===== src/rtl/vga_sync_generator.sv =====
// vga_sync_generator
//   640x480@60 VGA timing from the 25 MHz pixel clock. Issues one pixel
//   request per cycle to an upstream source and delay-aligns the returned RGB
//   with HS/VS/BLANK_N so every output leaves the same register stage.
// Ports:
//   CLOCK_25              pixel clock, rising edge only
//   SW                    synchronous active-high reset
//   In_R/In_G/In_B        upstream RGB, valid PIPE cycles after Req_Valid
//   Req_Valid/X/Y         pixel request (X/Y also count through blanking)
//   Frame_Start           one-cycle pulse alongside the request for (0,0)
//   VGA_HS/VS             active-low syncs
//   VGA_BLANK_N           high on visible pixels
//   VGA_R/G/B             RGB to DAC, zero while blanked
module vga_sync_generator #(
  parameter int PIPE     = 2,
  parameter int H_ACTIVE = 640,
  parameter int H_FP     = 16,
  parameter int H_SYNC   = 96,
  parameter int H_BP     = 48,
  parameter int V_ACTIVE = 480,
  parameter int V_FP     = 10,
  parameter int V_SYNC   = 2,
  parameter int V_BP     = 33
) (
  input  logic       CLOCK_25,
  input  logic       SW,
  input  logic [7:0] In_R,
  input  logic [7:0] In_G,
  input  logic [7:0] In_B,
  output logic       Req_Valid,
  output logic [9:0] Req_X,
  output logic [9:0] Req_Y,
  output logic       Frame_Start,
  output logic       VGA_HS,
  output logic       VGA_VS,
  output logic       VGA_BLANK_N,
  output logic [7:0] VGA_R,
  output logic [7:0] VGA_G,
  output logic [7:0] VGA_B
);

  localparam int HT = H_ACTIVE + H_FP + H_SYNC + H_BP;
  localparam int VT = V_ACTIVE + V_FP + V_SYNC + V_BP;

  localparam logic [9:0] H_LAST = 10'(HT - 1);
  localparam logic [9:0] V_LAST = 10'(VT - 1);
  localparam logic [9:0] H_ACT  = 10'(H_ACTIVE);
  localparam logic [9:0] V_ACT  = 10'(V_ACTIVE);
  localparam logic [9:0] HS_BEG = 10'(H_ACTIVE + H_FP);
  localparam logic [9:0] HS_END = 10'(H_ACTIVE + H_FP + H_SYNC);
  localparam logic [9:0] VS_BEG = 10'(V_ACTIVE + V_FP);
  localparam logic [9:0] VS_END = 10'(V_ACTIVE + V_FP + V_SYNC);

  typedef struct packed {
    logic vld;
    logic hs_n;
    logic vs_n;
  } sync_t;

  localparam sync_t SYNC_IDLE = '{vld: 1'b0, hs_n: 1'b1, vs_n: 1'b1};

  logic [9:0]  h_q, h_d, v_q, v_d;
  logic [9:0]  req_x_q, req_x_d, req_y_q, req_y_d;
  logic        fs_q, fs_d;
  // Entry 0 is the request stage; entries 1..PIPE track the upstream latency.
  sync_t       sync_pipe_q [PIPE:0];
  sync_t       sync_pipe_d [PIPE:0];
  sync_t       vd;
  logic        blank_n_q, blank_n_d, hs_q, hs_d, vs_q, vs_d;
  logic [23:0] rgb_q, rgb_d;

  always_comb begin
    h_d = h_q + 10'd1;
    v_d = v_q;
    if (h_q == H_LAST) begin
      h_d = '0;
      v_d = (v_q == V_LAST) ? '0 : v_q + 10'd1;
    end

    req_x_d = h_q;
    req_y_d = v_q;
    fs_d    = (h_q == '0) && (v_q == '0);

    sync_pipe_d[0].vld  = (h_q < H_ACT) && (v_q < V_ACT);
    sync_pipe_d[0].hs_n = !((h_q >= HS_BEG) && (h_q < HS_END));
    sync_pipe_d[0].vs_n = !((v_q >= VS_BEG) && (v_q < VS_END));
    for (int i = 1; i <= PIPE; i++) sync_pipe_d[i] = sync_pipe_q[i-1];

    // With PIPE=0 the tap is the request stage itself.
    vd        = sync_pipe_q[PIPE];
    blank_n_d = vd.vld;
    hs_d      = vd.hs_n;
    vs_d      = vd.vs_n;
    rgb_d     = vd.vld ? {In_R, In_G, In_B} : 24'd0;
  end

  always_ff @(posedge CLOCK_25) begin
    if (SW) begin
      h_q       <= '0;
      v_q       <= '0;
      req_x_q   <= '0;
      req_y_q   <= '0;
      fs_q      <= 1'b0;
      for (int i = 0; i <= PIPE; i++) sync_pipe_q[i] <= SYNC_IDLE;
      blank_n_q <= 1'b0;
      hs_q      <= 1'b1;
      vs_q      <= 1'b1;
      rgb_q     <= '0;
    end else begin
      h_q       <= h_d;
      v_q       <= v_d;
      req_x_q   <= req_x_d;
      req_y_q   <= req_y_d;
      fs_q      <= fs_d;
      for (int i = 0; i <= PIPE; i++) sync_pipe_q[i] <= sync_pipe_d[i];
      blank_n_q <= blank_n_d;
      hs_q      <= hs_d;
      vs_q      <= vs_d;
      rgb_q     <= rgb_d;
    end
  end

  assign Req_Valid   = sync_pipe_q[0].vld;
  assign Req_X       = req_x_q;
  assign Req_Y       = req_y_q;
  assign Frame_Start = fs_q;
  assign VGA_BLANK_N = blank_n_q;
  assign VGA_HS      = hs_q;
  assign VGA_VS      = vs_q;
  assign VGA_R       = rgb_q[23:16];
  assign VGA_G       = rgb_q[15:8];
  assign VGA_B       = rgb_q[7:0];

endmodule

===== config.mk =====
export PLATFORM = sky130hd
export DESIGN_NAME = vga_sync_generator
export DESIGN_NICKNAME = d
export VERILOG_FILES = /design/src/rtl/vga_sync_generator.sv
export SDC_FILE = /design/constraint.sdc
export NUM_CORES = 1
export LEC_CHECK = 0
export CAP_MARGIN = 20
export CORE_MARGIN = 10
export CORE_UTILIZATION = 40
export CTS_BUF_LIST = sky130_fd_sc_hd__clkbuf_8
export DETAILED_ROUTE_END_ITERATION = 8
export PLACE_DENSITY = 0.78
export SYNTH_ARGS = -nofsm -noshare
export SYNTH_HDL_FRONTEND = slang
export SYNTH_SLANG_ARGS = --single-unit

===== constraint.sdc =====
create_clock -name CLOCK_25 -period 3.6 [get_ports CLOCK_25]
set_input_delay 0.72 -clock CLOCK_25 [delete_from_list [all_inputs] [get_ports CLOCK_25]]
set_output_delay 0.72 -clock CLOCK_25 [all_outputs]
set_load 0.05 [all_outputs]

After elaboration in Yosys (flattened, before gate mapping)
Memories as Yosys holds them, arrays and structs flattened. Index checks and enable logic that the tools add are counted.

Add/sub/neg operators: 2. Magnitude comparators: 6. Equal/unequal tests: 2. Multiplexer cells: 7. Bitwise gates (word level): 4. Reduce and logical (&&, ||, !) cells: 10.

Operator list (count): $add A10 B1 Y10 const B (2); $eq A10 B10 Y1 const B (2); $logic_not A10 Y1 (2); $lt A10 B10 Y1 const B (2); $lt A10 B9 Y1 const B (2); $ge A10 B10 Y1 const B (1); $ge A10 B9 Y1 const B (1); $mux W10 (1); $mux W3 (3); $logic_and A1 B1 Y1 (4); $reduce_or A2 Y1 (2); $mux W1 (3); $or A1 B1 Y1 (3); $logic_not A1 Y1 (2); $not A1 Y1 (1).

Register bits after elaboration: 68. Bits in writable memories: 9. Memories: 1.

Memories: sync_pipe_q (depth 3, width 3, read ports 3, clocked after memory_dff 0, wr ports 3, line 66) `sync_t sync_pipe_q [PIPE:0];`.

Logic depth before layout (Yosys ltp)
Gate-level depths: netlist (run 1).

Word-level depth: 4. Mapped depth: 7. Mapped depth without buffers: 6.

Worst setup path before layout (run 1)
No wires, ideal clock.

Kind: reg2reg. Start point: register h_q[6]. End point: register v_q[7] (netlist: req_y_d[7]). Library setup time: 0.070 ns. Data arrival time: 1.810 ns. Path slack: 1.721 ns. Stages on the path, launching flop included: 6. Buffers on the path: 1. Period minus slack after synthesis: 1.879 ns. Cells stage by stage: dfxtp_1 > buf_6 > or3b_4 > or4_4 > or3_1 > a21oi_1.

Word-level cells in the longest chain between the ends: 1.

Ends and longest elaborated chain: start: declaration (line 62) `logic [9:0] h_q, h_d, v_q, v_d;`; start signal: assignment (line 99) `h_q <= '0;`; start signal: assignment (line 110) `h_q <= h_d;`; $eq A10 B10 Y1 (line 75) `if (h_q == H_LAST) begin`; end signal: assignment (line 111) `v_q <= v_d;`; end: declaration (line 62).

Every way passes these cells. A chain may end at the register's enable or synchronous reset.

Worst setup path after layout (run 1)
Start point: register fs_q (netlist: Frame_Start). End point: output Frame_Start.

RTL lines: start: declaration (line 64) `logic fs_q, fs_d;`; start signal: assignment (line 114) `fs_q <= fs_d;`; end: declaration (line 33) `output logic Frame_Start,`.

No word-level cell between the ends.

==> metrics.yaml, run 1 <==
status: "finished clean"
grt_pass1_vias: 1669
via_count: 1869
period_minus_slack_ns: 2.212
path_cells: "clkdlybuf4s50_1"
critical_path.slowest_cell: "clkdlybuf4s50_1"
rsz0062_at_grt: "false"
critPathMaxStageDelay_ns: 0.82
wire_per_inst_um: 13.48
hold_path_class: "flop to flop"
fill_cells: 484
critPathLaunchType: "flop"
clk_path_buf_depth: 2
insertion_delay_ns: 0.34
power.leakage_nw: 1.331
multi_input_area_um2: 915.9
synth_area_per_cell_um2: 10.44
core_um2: 6026
ys_seq_elements: 77
tritoncts: "done"
power_density_nw_per_um2: 472.1
final_layout_size_suffix_gt1_frac: 0.08951
antenna_found_initial: 0
synth_top_area_cell: "dfxtp_1"
hold_viol_final: 0
drv_slew: 0
maxSlewHeadroom: 0.5711
timing.final.crit_share: 0.6144
fin_tns_setup_ns: 0
cts_resized: 0
cts_root_buffer: "clkbuf_8"
io_buffers: 74
final_cells: 399
worst_slew_pin_slew_ns: 0.6385
place_congestion: 0.8162
cts_buffers: 9
die_area_um2: 9929
htreeDepth: 3
grt_max_degree: 26
yosys-top-cells-count: "dfxtp_1, and2_1, nor2_1, nor2b_1"
vias_per_cell: 4.684
synth_cell_type_count: 33
cp_max_fo: 1
yosysWarnings: 0
synth_nets: 273
start_util: 0.4211
cp_data_required_time_ns: 2.88
drv_cap: 0
diodes: 0
postCtsSetupRepairBufs: 0
rows: 28
drtPass1Iterations: 5
fin_nets: 349
wl_mm: 5.379
yosysSeqAreaShare: 0.6075
post-dp-hpwl_mm: 4.064
synth-edff-count: 0
synth_top_area_share: 0.6075
grt_overflow_total: 0
yosysMostFrequentCell: "dfxtp_1"
fmax_mhz: 452.1
crit_buf_inv: 1
synthTopCellsByArea: "dfxtp_1, and2_1, nor2b_1"
seq_area_um2: 1541
die_h_um: 99.65
grt_pass1_wl_mm: 8.590
fin_skew_ns: 0.005292
synth_area_um2: 2537
end_kind: "output port"
async_reset_ff_frac: 0
synth_ff_type: "dfxtp_1"
die_w_um: 99.65
ant_nets: 0
synth_cells: 243
dp.cells: 382
crit_family: "buffers and inverters"
track_usage: 0.1096
cts.sink_count: 77
finalSetupViolations: 0
arrival_ns: 1.49
io_pins: 75
drc_errors: 0
ir_drop_uv: 338.6
hold_buffers: 0
critPathKind: "flop to output port"
syn2layout_area_growth_pct: 40.58
cts.clk_slew.worst_paths_ns: 0.07
first_iter_violations: 101
==> metal layers <==
| metal | up-vias | track usage | share of wire |
|---|---|---|---|
| li1 | 944 | - | - |
| met1 | 841 | 0.1274 | 0.45 |
| met2 | 77 | 0.1588 | 0.43 |
| met3 | 7 | 0.05744 | 0.10 |
| met4 | 0 | 0.05954 | 0.019 |
| met5 | - | 0 | 0 |
==> registers in the layout, indices dropped and copies added (netlist names) <==
| name | flops |
|---|---|
| Frame_Start | 1 |
| Req_X | 10 |
| Req_Y | 10 |
| VGA_BLANK_N | 1 |
| VGA_HS | 1 |
| VGA_VS | 1 |
| h_q | 10 |
| req_y_d | 10 |
| rgb_q | 24 |
| sync_pipe_q | 9 |
==> logic make-up after synthesis <==
group | after synthesis | share of synthesized area
compound gates | 11 | 0.02317
xor+xnor | 12 | 0.04142
fa+ha+maj | 4 | 0.01972
buf+inv | 19 | 0.03156
flops | 77 | 0.6075
mux | 1 | 0.003945
simple gates | 119 | 0.2727
==> path summary, 6_finish.rpt <==
| path | slack, ns | from | endpoint | depth (start not counted) |
|---|---|---|---|---|
| min | 0.41 | sync_pipe_q[0][6] | VGA_VS | 1 |
| max reg2reg | 1.57 | h_q[0] | req_y_d[2] | 5 |
| min reg2reg | 0.41 | sync_pipe_q[0][6] | VGA_VS | 1 |
| max | 1.39 | Frame_Start | Frame_Start | 1 |
==> layout make-up <==
| type | count | share of cell area |
|---|---|---|
| Clock buffer | 11 | 0.04244 |
| Clock inverter | 5 | 0.02105 |
| Inverter | 7 | 0.007366 |
| Multi-Input combinational cell | 147 | 0.2568 |
| Sequential cell | 77 | 0.4321 |
| Tap cell | 75 | 0.02631 |
| Timing Repair Buffer | 77 | 0.2140 |
==> report_power, final <==
part / internal, W / switching, W / leakage [nW]
combinational: 0.0000487 / 0.0000531 / 0.589
sequential: 0.000864 / 0.00000591 / 0.624
clock: 0.000423 / 0.000289 / 0.118
total: 0.00134 / 0.000349 / 1.33
==> stage by stage <==
stage               total power [W]  worst slack (ns)  cell area, um^2  hold WS, ns  utilization
CTS                        0.001704             1.352             3560       0.4122       0.5907
global placement          0.0009895             1.103             3333       0.3945       0.5532
detailed placement        0.0009915             1.032             3333       0.3952       0.5532
global route               0.001748             1.331             3567       0.4205       0.5920
floorplan                 0.0009410             1.721             2537       0.3895            -
finish                     0.001684             1.388             3567       0.4106       0.5920
==> placed cells by master (no fill, tap or decap), types with 2 or more instances in the layout <==
master,synthesis,routed
dfxtp_1,77,77
clkdlybuf4s50_1,0,74
and2_1,24,24
nor2_1,23,23
nor2b_1,18,18
clkbuf_8,0,11
inv_1,7,9
xnor2_1,8,8
or2_2,7,7
nor3_1,6,6
nand2_1,6,6
nand3_1,6,6
nand4_1,5,5
o21ai_0,5,5
or3_1,5,5
a21oi_1,5,5
xor2_1,4,4
ha_1,4,4
and3_1,3,3
nor4_1,3,3
buf_4,0,3
nand2b_1,2,2
nand4b_1,2,2
or4_1,2,2
or4_4,2,2
bufinv_16,0,2
Note: power is estimated with default switching activity, not from simulation.
==> run 2: changes to the inputs <==
==> constraint.sdc (replaced) <==
create_clock -name CLOCK_25 -period 2.3 [get_ports CLOCK_25]
set_input_delay 0.46 -clock CLOCK_25 [delete_from_list [all_inputs] [get_ports CLOCK_25]]
set_output_delay 0.46 -clock CLOCK_25 [all_outputs]
set_load 0.05 [all_outputs]
==> run 2 against run 1 <==
Clock skew is essentially flat; wire length grew 6.1%; via count grew 0.80%; final area shrank 0.63%; critical path type is now flop to flop.
==> metrics.yaml, run 2 (same netlist as run 1, synthesis figures left out) <==
end_kind: "flop"
power.leakage_nw: 1.308  # -1.7%
drv_cap: 0  # unchanged
grt_pass1_vias: 1807  # +8.3%
swShare: 0.2250  # +0.01808
cts.sink_count: 77  # unchanged
worst_slew_pin_slew_ns: 0.6787  # +0.04021 ns
post-dp-hpwl_mm: 4.174  # +2.7%
hold_path_class: "flop to flop"
ant_nets: 0  # unchanged
postCtsSetupRepairBufs: 0  # unchanged
r2r-end: "req_y_d[7]"
combPwrFrac: 0.064  # +0.004
worstHoldStart: "sync_pipe_q[0][0]"
place_congestion: 0.7655  # -6.2%
p_total_w: 0.002520  # +50%
maxSlewHeadroom: 0.5466  # -0.02446
cts_root_buffer: "clkbuf_8"
grt_pass1_wl_mm: 9.039  # +5.2%
insertion_delay_ns: 0.34  # about the same
finalSetupViolations: 0  # unchanged
io_buffers: 74  # unchanged
arrival_ns: 2.35  # +0.86 ns
first_iter_violations: 109  # +7.9%
via_count: 1884  # +0.80%
cts.clk_slew.worst_paths_ns: 0.08  # about the same
fin_nets: 349  # unchanged
regToRegSetupSlack_ns: 0.23  # -1.34 ns
switchingPower_w: 0.0005671  # +63%
htreeDepth: 3  # unchanged
holdPathStages: 1  # unchanged
power_density_nw_per_um2: 711.0  # +51%
antenna_found_initial: 0  # unchanged
start_util: 0.4211  # unchanged
top_register: "rgb_q"
timing.rr.start: "h_q[0]"
status: "finished clean"
wl_mm: 5.705  # +6.1%
grt_max_degree: 36  # +38%
fmax_mhz: 482.6
core_um2: 6026  # unchanged
fill_cells: 493  # +1.9%
die_area_um2: 9929  # unchanged
fin_tns_setup_ns: 0  # unchanged
tritoncts: "done"
critPathLaunchType: "flop"
track_usage: 0.1151  # +0.005517
layout_commonest_cell: "dfxtp_1"
largest_reg_flops: 24  # unchanged
cts_buffers: 9  # unchanged
final_cell_mix: "dfxtp_1, clkdlybuf4s50_1, and2_1"
io_pins: 75  # unchanged
timing.final.crit_share: 0.9010
hold_viol_final: 0  # unchanged
diodes: 0  # unchanged
grt_overflow_total: 0  # unchanged
clk_path_buf_depth: 2  # unchanged
drc_errors: 0  # unchanged
final_layout_size_suffix_gt1_frac: 0.09568  # +0.006173
drtPass1Iterations: 4  # -1
fin_skew_ns: 0.004815  # -0.0004772 ns
internal_power_w: 0.001953  # +46%
hold_end: "sync_pipe_q[0][3]"
cp_data_required_time_ns: 2.58  # -0.30 ns
wire_per_inst_um: 14.30  # +6.1%
rsz0062_at_grt: "false"
critPathKind: "flop to flop"
seq_power_share: 0.540  # +0.024
rows: 28  # unchanged
multi_input_area_um2: 915.9  # unchanged
die_h_um: 99.65  # unchanged
clock_power_share: 0.396  # -0.027
syn2layout_area_growth_pct: 39.69
ir_drop_uv: 491.4  # +45%
die_w_um: 99.65  # unchanged
vias_per_cell: 4.722  # +0.80%
period_minus_slack_ns: 2.072
seq_area_um2: 1541  # unchanged
cts_resized: 0  # unchanged
hold_buffers: 0  # unchanged
cp_max_fo: 6  # +5
rr_worst_depth: 5  # unchanged
drv_slew: 0  # unchanged
==> run 2: final cells by class <==
class / instances / share of cell area
Multi-Input combinational cell: 147 / 0.2584
Inverter: 7 / 0.007413
Tap cell: 75 / 0.02647
Timing Repair Buffer: 77 / 0.2164
Sequential cell: 77 / 0.4349
Clock inverter: 6 / 0.01765
Clock buffer: 10 / 0.03883
==> run 2: power by group through the flow <==
| stage | sequential, W | combinational [W] | clock, W |
|---|---|---|---|
| after global placement | 0.00139 | 0.000157 | 0 |
| final | 0.00136 | 0.000161 | 0.000999 |
| after floorplan | 0.00144 | 0.0000363 | 0 |
| after detailed placement | 0.00139 | 0.000160 | 0 |
| after CTS | 0.00136 | 0.000163 | 0.00103 |
| after global routing | 0.00136 | 0.000173 | 0.00109 |
==> run 2: worst max-delay path, cell delays in order (launching register included) <==
cell	delay (ns)
dfxtp_1	0.38
ha_1	0.25
nand4_1	0.27
or4_4	0.63
or3_1	0.33
a21oi_1	0.15
==> run 2: how the worst max path moves through the flow <==
stage | from | to | slack (ns)
after floorplan | h_q[6] | req_y_d[7] | 0.42
after global placement | SW | rgb_q[8] | 0.24
after detailed placement | SW | rgb_q[18] | 0.15
after CTS | h_q[0] | req_y_d[7] | 0.23
after global routing | h_q[0] | req_y_d[7] | 0.10
final | h_q[0] | req_y_d[7] | 0.23
==> run 2: per-stage QoR <==
stage,std cells,setup WS (ns),cell area (um^2),hold WS [ns],util
after floorplan,243,0.4206,2537,0.3895,-
after global placement,382,0.2378,3333,0.3932,0.5532
after detailed placement,382,0.1519,3333,0.3929,0.5532
after CTS,398,0.2285,3533,0.4107,0.5864
after global routing,399,0.1011,3545,0.4309,0.5882
final,399,0.2278,3545,0.4110,0.5882
==> run 2: layer usage <==
layer | vias to the layer above | part of all wire | track usage
met5 | - | 0 | 0
met4 | 0 | 0.017 | 0.05954
met3 | 9 | 0.099 | 0.05952
met2 | 79 | 0.43 | 0.1713
met1 | 853 | 0.45 | 0.1318
li1 | 943 | - | -
